## src/rtl/writeback_unit_pkg.sv

```systemverilog
// Shared constants and types for the writeback unit.
// Optional feature switch: WB_BYPASS_EN (adds a same-cycle bypass from the write port).
package writeback_unit_pkg;

  localparam int unsigned XLEN       = 32;
  localparam int unsigned NREG       = 32;
  localparam int unsigned REG_ADDR_W = 5;

  localparam logic [REG_ADDR_W-1:0] REG_ZERO = 5'd0;

  // One candidate write towards the register file.
  typedef struct packed {
    logic                  valid;
    logic [REG_ADDR_W-1:0] dst;
    logic [XLEN-1:0]       data;
  } wb_req_t;

  function automatic logic is_zero_reg(input logic [REG_ADDR_W-1:0] r);
    return r == REG_ZERO;
  endfunction

endpackage

```

## src/rtl/wb_scoreboard.sv

```systemverilog
// Busy mask of registers with a load in flight, plus the outstanding-load counter.
module wb_scoreboard
  import writeback_unit_pkg::*;
#(
  parameter int unsigned MAX_LD = 4
) (
  input  logic                  clk,
  input  logic                  rst_n,
  input  logic                  set_en,
  input  logic [REG_ADDR_W-1:0] set_dst,
  input  logic                  clr_en,
  input  logic [REG_ADDR_W-1:0] clr_dst,
  output logic                  ready,
  output logic [NREG-1:0]       busy_mask
);

  localparam int unsigned CntW = $clog2(MAX_LD + 1);
  localparam logic [CntW-1:0] MaxCnt = CntW'(MAX_LD);

  logic [NREG-1:0] busy_q, busy_d;
  logic [CntW-1:0] cnt_q, cnt_d;
  logic            inc, dec;

  assign ready     = cnt_q < MaxCnt;
  assign busy_mask = busy_q;

  // Next-state for busy bits and counter; a set beats a clear of the same register.
  always_comb begin
    busy_d = busy_q;
    cnt_d  = cnt_q;
    // Issue while full is dropped entirely.
    inc    = set_en & ready;
    // Spurious return with nothing outstanding leaves the counter at zero.
    dec    = clr_en & (cnt_q != '0);
    if (clr_en) busy_d[clr_dst] = 1'b0;
    if (inc && !is_zero_reg(set_dst)) busy_d[set_dst] = 1'b1;
    busy_d[0] = 1'b0;
    unique case ({inc, clr_en})
      2'b10:   cnt_d = cnt_q + 1'b1;
      2'b01:   cnt_d = dec ? cnt_q - 1'b1 : cnt_q;
      default: cnt_d = cnt_q;
    endcase
  end

  // State registers with synchronous active-low reset.
  always_ff @(posedge clk) begin
    if (!rst_n) begin
      busy_q <= '0;
      cnt_q  <= '0;
    end else begin
      busy_q <= busy_d;
      cnt_q  <= cnt_d;
    end
  end

endmodule

```

## src/rtl/writeback_unit.sv

```systemverilog
// Register-file write master: arbitrates load returns over ALU results, drives the
// registered write port, and tracks in-flight loads for RAW stalls in decode.
// Optional feature: define WB_BYPASS_EN to expose a combinational bypass of the write port.
module writeback_unit
  import writeback_unit_pkg::*;
#(
  parameter int unsigned MAX_LD = 4
) (
  input  logic                  clk,
  input  logic                  rst_n,
  input  logic                  alu_valid,
  output logic                  alu_ready,
  input  logic [REG_ADDR_W-1:0] alu_dst,
  input  logic [XLEN-1:0]       alu_data,
  input  logic                  ld_issue,
  input  logic [REG_ADDR_W-1:0] ld_issue_dst,
  output logic                  ld_issue_ready,
  input  logic                  ld_valid,
  input  logic [REG_ADDR_W-1:0] ld_dst,
  input  logic [XLEN-1:0]       ld_data,
  output logic [NREG-1:0]       busy_mask,
`ifdef WB_BYPASS_EN
  input  logic [REG_ADDR_W-1:0] byp_addr1,
  input  logic [REG_ADDR_W-1:0] byp_addr2,
  output logic                  byp_hit1,
  output logic                  byp_hit2,
  output logic [XLEN-1:0]       byp_data1,
  output logic [XLEN-1:0]       byp_data2,
`endif
  output logic [REG_ADDR_W-1:0] dstreg_addr,
  output logic                  write_reg,
  output logic [XLEN-1:0]       dstreg_data
);

  wb_req_t               sel;
  logic                  write_d;
  logic [REG_ADDR_W-1:0] addr_d;
  logic [XLEN-1:0]       data_d;

  // Load returns cannot be back-pressured, so the ALU waits whenever one arrives.
  assign alu_ready = ~ld_valid;

  // Fixed-priority arbiter and next-state of the write port.
  always_comb begin
    sel = '0;
    if (ld_valid) begin
      sel = '{valid: 1'b1, dst: ld_dst, data: ld_data};
    end else if (alu_valid) begin
      sel = '{valid: 1'b1, dst: alu_dst, data: alu_data};
    end
    // x0 results are consumed but never written.
    write_d = sel.valid & ~is_zero_reg(sel.dst);
    addr_d  = write_d ? sel.dst : dstreg_addr;
    data_d  = write_d ? sel.data : dstreg_data;
  end

  // Registered write port, one cycle after acceptance.
  always_ff @(posedge clk) begin
    if (!rst_n) begin
      write_reg   <= 1'b0;
      dstreg_addr <= REG_ZERO;
      dstreg_data <= '0;
    end else begin
      write_reg   <= write_d;
      dstreg_addr <= addr_d;
      dstreg_data <= data_d;
    end
  end

  wb_scoreboard #(
    .MAX_LD (MAX_LD)
  ) u_scoreboard (
    .clk       (clk),
    .rst_n     (rst_n),
    .set_en    (ld_issue),
    .set_dst   (ld_issue_dst),
    .clr_en    (ld_valid),
    .clr_dst   (ld_dst),
    .ready     (ld_issue_ready),
    .busy_mask (busy_mask)
  );

`ifdef WB_BYPASS_EN
  // Forward the pending write while it is not yet visible in the regfile.
  assign byp_hit1  = write_reg & (dstreg_addr == byp_addr1) & ~is_zero_reg(byp_addr1);
  assign byp_hit2  = write_reg & (dstreg_addr == byp_addr2) & ~is_zero_reg(byp_addr2);
  assign byp_data1 = dstreg_data;
  assign byp_data2 = dstreg_data;
`endif

endmodule

```

## config.mk

```make
export PLATFORM = sky130hd
export DESIGN_NAME = writeback_unit
export DESIGN_NICKNAME = d
export VERILOG_FILES = /design/src/rtl/writeback_unit_pkg.sv /design/src/rtl/wb_scoreboard.sv /design/src/rtl/writeback_unit.sv
export SDC_FILE = /design/constraint.sdc
export NUM_CORES = 1
export LEC_CHECK = 0
export CORE_UTILIZATION = 41
export DETAILED_ROUTE_END_ITERATION = 10
export MAX_ROUTING_LAYER = met4
export PLACE_DENSITY = 0.78
export SLEW_MARGIN = 40
export SYNTH_ARGS = -nofsm -noshare
export SYNTH_HDL_FRONTEND = slang
export SYNTH_SLANG_ARGS = --single-unit
```

## constraint.sdc

```tcl
create_clock -name clk -period 3.5 [get_ports clk]
set_input_delay 0.35 -clock clk [delete_from_list [all_inputs] [get_ports clk]]
set_output_delay 0.35 -clock clk [all_outputs]
set_load 0.05 [all_outputs]
```

## Yosys cells after proc, flatten, opt, wreduce, memory -nomap -nowiden

Index checks and enable logic that the tools add are counted.

| operators by class | value |
|---|---|
| bitwise gates (word level) | 8 |
| $add $sub $neg | 2 |
| muxes and demuxes | 10 |
| reduce and logical (&&, ||, !) cells | 9 |
| equal/unequal tests | 3 |
| magnitude comparators | 5 |

Operators by type and width:

| kind | count |
|---|---|
| $mux 38 | 2 |
| $mux 32 | 2 |
| $and 32x32->32 | 1 |
| $not 32->32 | 1 |
| $or 32x32->32 | 1 |
| $lt 5x6->1 const B | 2 |
| $demux 1 s5 | 2 |
| $ge 5x1->1 const B | 2 |
| $logic_not 5->1 | 2 |
| $pmux 3 s2 | 1 |
| $add 3x1->3 const B | 1 |
| $and 1x1->1 | 3 |
| $logic_and 1x1->1 | 3 |
| $lt 3x3->1 const B | 1 |
| $mux 3 | 1 |
| $reduce_bool 3->1 | 1 |
| $sub 3x1->3 const B | 1 |
| $eq 2x1->1 const B | 1 |
| $eq 2x2->1 const B | 1 |
| $mux 1 | 2 |
| $ne 2x1->1 const B | 1 |
| $not 1->1 | 2 |
| $reduce_and 2->1 | 1 |
| $reduce_bool 2->1 | 1 |
| $logic_not 1->1 | 1 |

| storage, ports and cells | value |
|---|---|
| word-level logic and storage cells | 43 |
| flip-flop bits (word level) | 73 |

## Logic depth before layout (Yosys ltp)

Gate-level depths: netlist (run 1).

| logic depth | value |
|---|---|
| word-level depth | 9 |
| mapped depth | 9 |

## By module

From an unflattened synthesis (run 1), not the netlist that was laid out.

| second synthesis, totals | value |
|---|---|
| cell total of the unflattened synthesis | 380 |
| area, all modules | 3285.7 um2 |

Modules (own cells, without submodules):

| module | area an instance (um2) | seq. area each (um2) | times used | cells an instance |
|---|---|---|---|---|
| writeback_unit | 1681.6 | 760.7 | 1 | 185 |
| wb_scoreboard | 1604.0 | 680.7 | 1 | 195 |

## Worst setup path before layout (run 1)

No wires, ideal clock.

| path | value |
|---|---|
| kind | input to register |
| start | input port ld_valid |
| end | register u_scoreboard.cnt_q[1] |
| library setup time | 0.125 ns |
| cell stages on the path | 9 |
| arrival | 1.999 ns |
| path slack | 1.376 ns |
| required time | 3.375 ns |
| cells stage by stage | buf_2 -> buf_2 -> buf_1 -> nand2_1 -> fa_1 -> nor2_1 -> a21oi_1 -> a2bb2oi_1 -> a21boi_0 |

| between the ends | value |
|---|---|
| cells in the longest elaborated chain, start to end | 3 |
| elaborated cells between the ends (all ways) | 7 |
| those cells by class | eq/ne: 3; mux: 1; bitwise: 1; reduce/logical: 2 |

Ends and longest elaborated chain:

| element | line | RTL |
|---|---|---|
| from (decl) | writeback_unit.sv:18 | `input logic ld_valid,` |
| $eq 2x1->1, or another cell as far along | wb_scoreboard.sv:38 | `unique case ({inc, clr_en})` |
| $ne 2x1->1 (no line) or $reduce_bool 2->1 (tied branches) | n/a |  |
| $reduce_and 2->1 (no line) | n/a |  |
| to (signal assigned) | wb_scoreboard.sv:52 | `cnt_q <= cnt_d;` |
| to (decl) | wb_scoreboard.sv:21 | `logic [CntW-1:0] cnt_q, cnt_d;` |

Parallel ways exist; a longest one is shown, timed or not.
A chain may end at the register's enable or synchronous reset.

## Worst setup path in the final report (run 1)

| path | value |
|---|---|
| start | input port ld_dst[4] |
| end | register dstreg_data[1] |

| between the ends | value |
|---|---|
| cells in the longest elaborated chain, start to end | 4 |

Ends and longest elaborated chain:

| element | line | RTL |
|---|---|---|
| from (decl) | writeback_unit.sv:19 | `input logic [REG_ADDR_W-1:0] ld_dst,` |
| $mux 38 | writeback_unit.sv:46 | `if (ld_valid) begin` |
| $logic_not 5->1 | writeback_unit_pkg.sv:19 | `return r == REG_ZERO;` |
| $not 1->1 | writeback_unit.sv:52 | `write_d = sel.valid & ~is_zero_reg(sel.dst);` |
| $and 1x1->1 | writeback_unit.sv:52 |  |
| to (signal assigned) | writeback_unit.sv:66 | `dstreg_data <= data_d;` |
| to (decl) | writeback_unit.sv:32 | `output logic [XLEN-1:0] dstreg_data` |

Every way passes these cells.

==> flow_metrics.py, run 1 <==
metrics = {
    "global_route": {
        "grt_pass1_vias": 3293,
        "grt_max_degree": 40,
        "grt-ovfl-total": 0,
        "grt_use_total_pct": 23.6,
        "antenna_found_initial": 0,
        "grt_first_pass_wirelength_um": 15900,
    },
    "cts": {
        "postCtsHoldBufs": 0,
        "cts_made_buffers": 9,
        "postCtsSetupBuffers": 0,
        "htreeDepth": 3,
        "clock_latency_ns": 0.35,
        "cts.sinks": 72,
        "clk_pin_slew_ns": 0.07,
        "clock_path_buffers": 2,
        "cts_resized": 0,
        "clock-root-buffer": "clkbuf_8",
        "cts_tree": "yes",
    },
    "worst_setup_path": {
        "reg2reg_depth": 7,
        "start_kind": "input port",
        "critical_path.endpoint_type": "register",
        "crit_arrival_ns": 2.34,
        "r2r_end": "u_scoreboard.cnt_q[1]",
        "path_class": "input port to register",
        "required_ns": 3.70,
        "rrSetupSlack_ns": 1.55,
        "path_max_fanout": 20,
        "r2r_start": "u_scoreboard.cnt_q[2]",
    },
    "layout": {
        "mostFrequentLayoutCell": "clkdlybuf4s50_1",
        "nNetsFinal": 596,
        "syn_to_final_growth_pct": 48.3,
        "design_area_sq_um": 5330,
        "largest_register_ff_count": 32,
        "post-route-util_pct": 64.0,
        "drive_gt1_share_pct": 18.0,
        "num_antenna_cells": 0,
        "top_register": "dstreg_data",
        "fill_cells": 707,
        "most-common-layout-cells": "clkdlybuf4s50_1 (152), dfxtp_1 (72), nand2_1 (35), a22oi_1 (35), o21ai_0 (32)",
        "layout.cells.non_filler": 621,
    },
    "job": {
        "max_cap_violations": 0,
    },
    "floorplan": {
        "die-area_sq_um": 9150,
        "dieWidth_um": 95.7,
        "initial_core_util_pct": 43.1,
        "pin_count": 156,
        "die_h_um": 95.7,
        "rows": 33,
        "core_area_sq_um": 8340,
    },
    "detailed_routing": {
        "drt_pass1_iterations": 4,
        "drt_iter0_drc": 136,
        "routed_wl_um": 10400,
        "vias": 3420,
        "via_per_inst": 5.51,
        "ant_nets": 0,
        "drc": 0,
        "routedWlPerCell_um": 16.8,
    },
    "timing": {
        "hold_viol": 0,
        "min_period_over_period_pct": 61.0,
        "setup_ws_ns": 1.37,
        "finalSetupViolCount": 0,
        "fin_crit_ns": 2.13,
        "relSlewSlack_pct": 54.7,
        "worst_slew_pin_slew_ns": 0.677,
        "setup_tns_ns": 0,
        "drv_slew": 0,
        "fin_worst_skew_ns": 0.00429,
        "clock.fmax_mhz": 469,
        "worst_hold_slack_ns": 0.482,
        "grt_setup_unrepaired": "false",
    },
    "place": {
        "gp_congestion": 0.851,
        "placed_cells": 605,
        "place_ws_ns": 0.999,
        "placed_cell_area_sq_um": 5130,
        "portBuffers": 154,
        "hpwl_um": 7580,
    },
    "min_path": {
        "hold_depth": 2,
        "min_from": "u_scoreboard.busy_mask[9]",
        "min_path_type": "register to register",
        "whs_endpoint": "u_scoreboard.busy_mask[9]",
    },
    "power": {
        "seqPwrFrac_pct": 41.6,
        "power_density_nw_per_um2": 406,
        "swShare_pct": 31.8,
        "combPwrFrac_pct": 27.6,
        "power_mw": 2.16,
        "p_int_mw": 1.47,
        "p_switching_mw": 0.689,
        "leakage_nw": 1.79,
        "peakVddDrop_v": 0.000184,
        "clock_power_share_pct": 30.8,
    },
    "synthesis": {
        "synth_warnings": 0,
        "async_reset_ff_share_pct": 0,
        "syn_avg_cell_area_sq_um": 9.62,
        "synth_seq_cells": 72,
        "postSynthCellCount": 374,
        "synth_edf_count": 0,
        "synth.distinct_cells": 48,
        "synthesis.nets": 459,
        "netlist_area_sq_um": 3600,
        "yosysSeqAreaShare_pct": 40.1,
        "synth_flop_cell": "dfxtp_1",
    },
    "outcome": {
        "outcome": "completed",
    },
}
==> critical path: stages <==
cell and delay [ns]:
clkdlybuf4s50_1 0.64, o41ai_4 0.49, o21ai_4 0.25, buf_4 0.31, o31ai_1 0.23, a21oi_1 0.06
==> synthesized netlist by cell type (5+ instances only) <==
cell      count  area (sq um)
a21boi_0     28           210
a21oi_1       8          40.0
a22oi_1      35           263
clkbuf_1     16          60.1
o21ai_0      32           160
inv_1         5          18.8
dfxtp_1      72          1440
a21boi_1      5          37.5
nand2_1      35           131
o31ai_2      30           375
nor2_1        5          18.8
a21oi_2      30           263
nand3b_1      5          37.5
nor2b_1       5          31.3
buf_2         9          45.0
==> power groups by stage <==
stage / sequential (mW) / combinational [mW] / clock [mW]
after floorplan: 1.06 / 0.228 / 0
after global placement: 0.917 / 0.590 / 0
after detailed placement: 0.918 / 0.597 / 0
after CTS: 0.900 / 0.598 / 0.679
after global routing: 0.904 / 0.631 / 0.720
final: 0.900 / 0.596 / 0.667
==> layout make-up <==
class                   count  area, sq um  area share, %
repair buffers            160         1580           29.6
inverters                   5         18.8          0.352
clock buffers              13          159           2.98
multi-input cells         263         1960           36.8
flip-flops and latches     72         1440           27.0
clock inverters             3         40.0          0.751
well taps                 105          131           2.46
==> cells by family (layout without fill, tap and decap cells) <==
group | Yosys count | in the layout | share of synthesized area, %
AO/OA/AOI/OAI | 186 | 186 | 42.0
XOR/XNOR | 1 | 1 | 0.244
adder cells (fa/ha/maj) | 1 | 1 | 0.557
buffers and inverters | 39 | 181 | 5.63
flip-flops | 72 | 72 | 40.1
multiplexers | 2 | 2 | 0.557
other | 1 | 1 | 0.104
AND/OR/NAND/NOR | 72 | 72 | 10.9
==> routing by layer <==
metal  vias to the layer above  global-route usage [%]  part of all wire, %
li1                       1663                       -                    -
met1                      1587                    26.7                   41
met2                       147                    39.8                   49
met3                        23                    5.10                  6.7
met4                         0                    10.6                  2.9
met5                         -                       -                    0
==> how the worst max path moves through the flow <==
stage                   start                    end  slack [ns]  depth (start not counted)
floorplan            ld_valid  u_scoreboard.cnt_q[1]        1.38                          9
global placement    ld_dst[4]              write_reg        1.03                          5
detailed placement  ld_dst[4]              write_reg         1.0                          5
CTS                 ld_dst[4]              write_reg        1.37                          5
global route        ld_dst[4]         dstreg_data[1]        1.22                          6
finish              ld_dst[4]         dstreg_data[1]        1.37                          6
(Power assumes the default switching activity.)
==> run 2: changes to the inputs <==
CORE_UTILIZATION = 38   (was 41)
PLACE_DENSITY = 0.76   (was 0.78)
clock period = 1.9 ns   (was 3.5 ns; I/O delays follow)
==> flow_metrics.py, run 2 (synthesis results as in run 1) <==
metrics = {
    "layout": {
        "top_register": "dstreg_data",
        "nNetsFinal": 618,
        "design_area_sq_um": 5530,
        "mostFrequentLayoutCell": "clkdlybuf4s50_1",
        "post-route-util_pct": 60.1,
        "layout.cells.non_filler": 649,
        "most-common-layout-cells": "clkdlybuf4s50_1 (151), dfxtp_1 (72), nand2_1 (35), a22oi_1 (35), o21ai_0 (32)",
        "syn_to_final_growth_pct": 53.7,
        "drive_gt1_share_pct": 21.6,
        "num_antenna_cells": 0,
        "largest_register_ff_count": 32,
    },
    "cts": {
        "postCtsHoldBufs": 0,
        "postCtsSetupBuffers": 0,
        "cts_resized": 0,
        "clock_latency_ns": 0.35,
        "clk_pin_slew_ns": 0.07,
        "cts_tree": "yes",
        "clock_path_buffers": 2,
        "cts.sinks": 72,
        "cts_made_buffers": 9,
        "clock-root-buffer": "clkbuf_8",
        "htreeDepth": 3,
    },
    "detailed_routing": {
        "routedWlPerCell_um": 16.7,
        "drt_pass1_iterations": 4,
        "drt_iter0_drc": 151,
        "vias": 3538,
        "via_per_inst": 5.45,
        "routed_wl_um": 10800,
        "drc": 0,
        "ant_nets": 0,
    },
    "timing": {
        "setup_ws_ns": 0.0697,
        "worst_hold_slack_ns": 0.263,
        "fin_crit_ns": 1.83,
        "relSlewSlack_pct": 62.0,
        "drv_slew": 0,
        "finalSetupViolCount": 0,
        "setup_tns_ns": 0,
        "clock.fmax_mhz": 546,
        "worst_slew_pin_slew_ns": 0.567,
        "min_period_over_period_pct": 96.3,
        "grt_setup_unrepaired": "false",
        "hold_viol": 0,
        "fin_worst_skew_ns": 0.00180,
    },
    "worst_setup_path": {
        "path_class": "register to output port",
        "critPathMaxStageDelay_ns": 0.81,
        "critPathSlowestCell": "clkdlybuf4s50_1",
        "crit_arrival_ns": 1.64,
        "start_kind": "register",
        "rrSetupSlack_ns": 0.13,
        "required_ns": 1.71,
        "path_max_fanout": 6,
        "crit_chain": "inv_1 -> clkdlybuf4s50_1",
        "critical_path.endpoint_type": "output port",
    },
    "job": {
        "max_cap_violations": 0,
    },
    "floorplan": {
        "die_h_um": 99.3,
        "core_area_sq_um": 9200,
        "dieWidth_um": 99.3,
        "rows": 35,
        "pin_count": 156,
        "initial_core_util_pct": 39.1,
        "die-area_sq_um": 9860,
    },
    "place": {
        "placed_cell_area_sq_um": 5370,
        "portBuffers": 154,
        "hpwl_um": 8120,
        "placed_cells": 633,
        "gp_congestion": 0.828,
        "place_ws_ns": -0.0489,
    },
    "power": {
        "power_mw": 3.89,
        "peakVddDrop_v": 0.000442,
        "power_density_nw_per_um2": 703,
        "leakage_nw": 1.90,
    },
    "global_route": {
        "grt_pass1_vias": 3360,
        "grt_first_pass_wirelength_um": 16900,
        "grt_use_total_pct": 22.4,
        "grt-ovfl-total": 0,
        "grt_max_degree": 54,
        "antenna_found_initial": 0,
    },
    "outcome": {
        "outcome": "completed",
    },
    "min_path": {
        "min_path_type": "input port to register",
    },
}
## run 2: report_power, final
group	leakage [nW]	internal, mW	switching, mW
Combinational	1.22	0.500	0.667
Sequential	0.590	1.59	0.0650
Clock	0.0899	0.502	0.560
## run 2: metal layers
metal | share of wire, % | vias to the layer above | track usage [%]
met5 | 0 | - | -
met4 | 1.6 | 0 | 6.22
met3 | 6.9 | 14 | 5.13
met2 | 50 | 152 | 37.7
met1 | 41 | 1668 | 26.7
li1 | - | 1704 | -
## run 2: critical path, delay by kind of cell, from the launching register on
family	cells	cell delay, ns
buffers and inverters	2	0.93
flip-flops	1	0.36
## run 2: layout make-up
cell class / instances / area (sq um)
clock buffers: 12 / 145
clock inverters: 4 / 20.0
fillers: 814 / 3670
inverters: 5 / 18.8
multi-input cells: 263 / 1960
flip-flops and latches: 72 / 1440
well taps: 111 / 139
repair buffers: 182 / 1800
## run 2: final timing paths
kind | from | end | depth (start not counted)
worst max-delay path | u_scoreboard.cnt_q[2] | ld_issue_ready | 2
worst min-delay path | rst_n | u_scoreboard.busy_mask[30] | 2
worst max register to register | u_scoreboard.cnt_q[2] | u_scoreboard.cnt_q[1] | 7
worst min register to register | u_scoreboard.busy_mask[30] | u_scoreboard.busy_mask[30] | 2
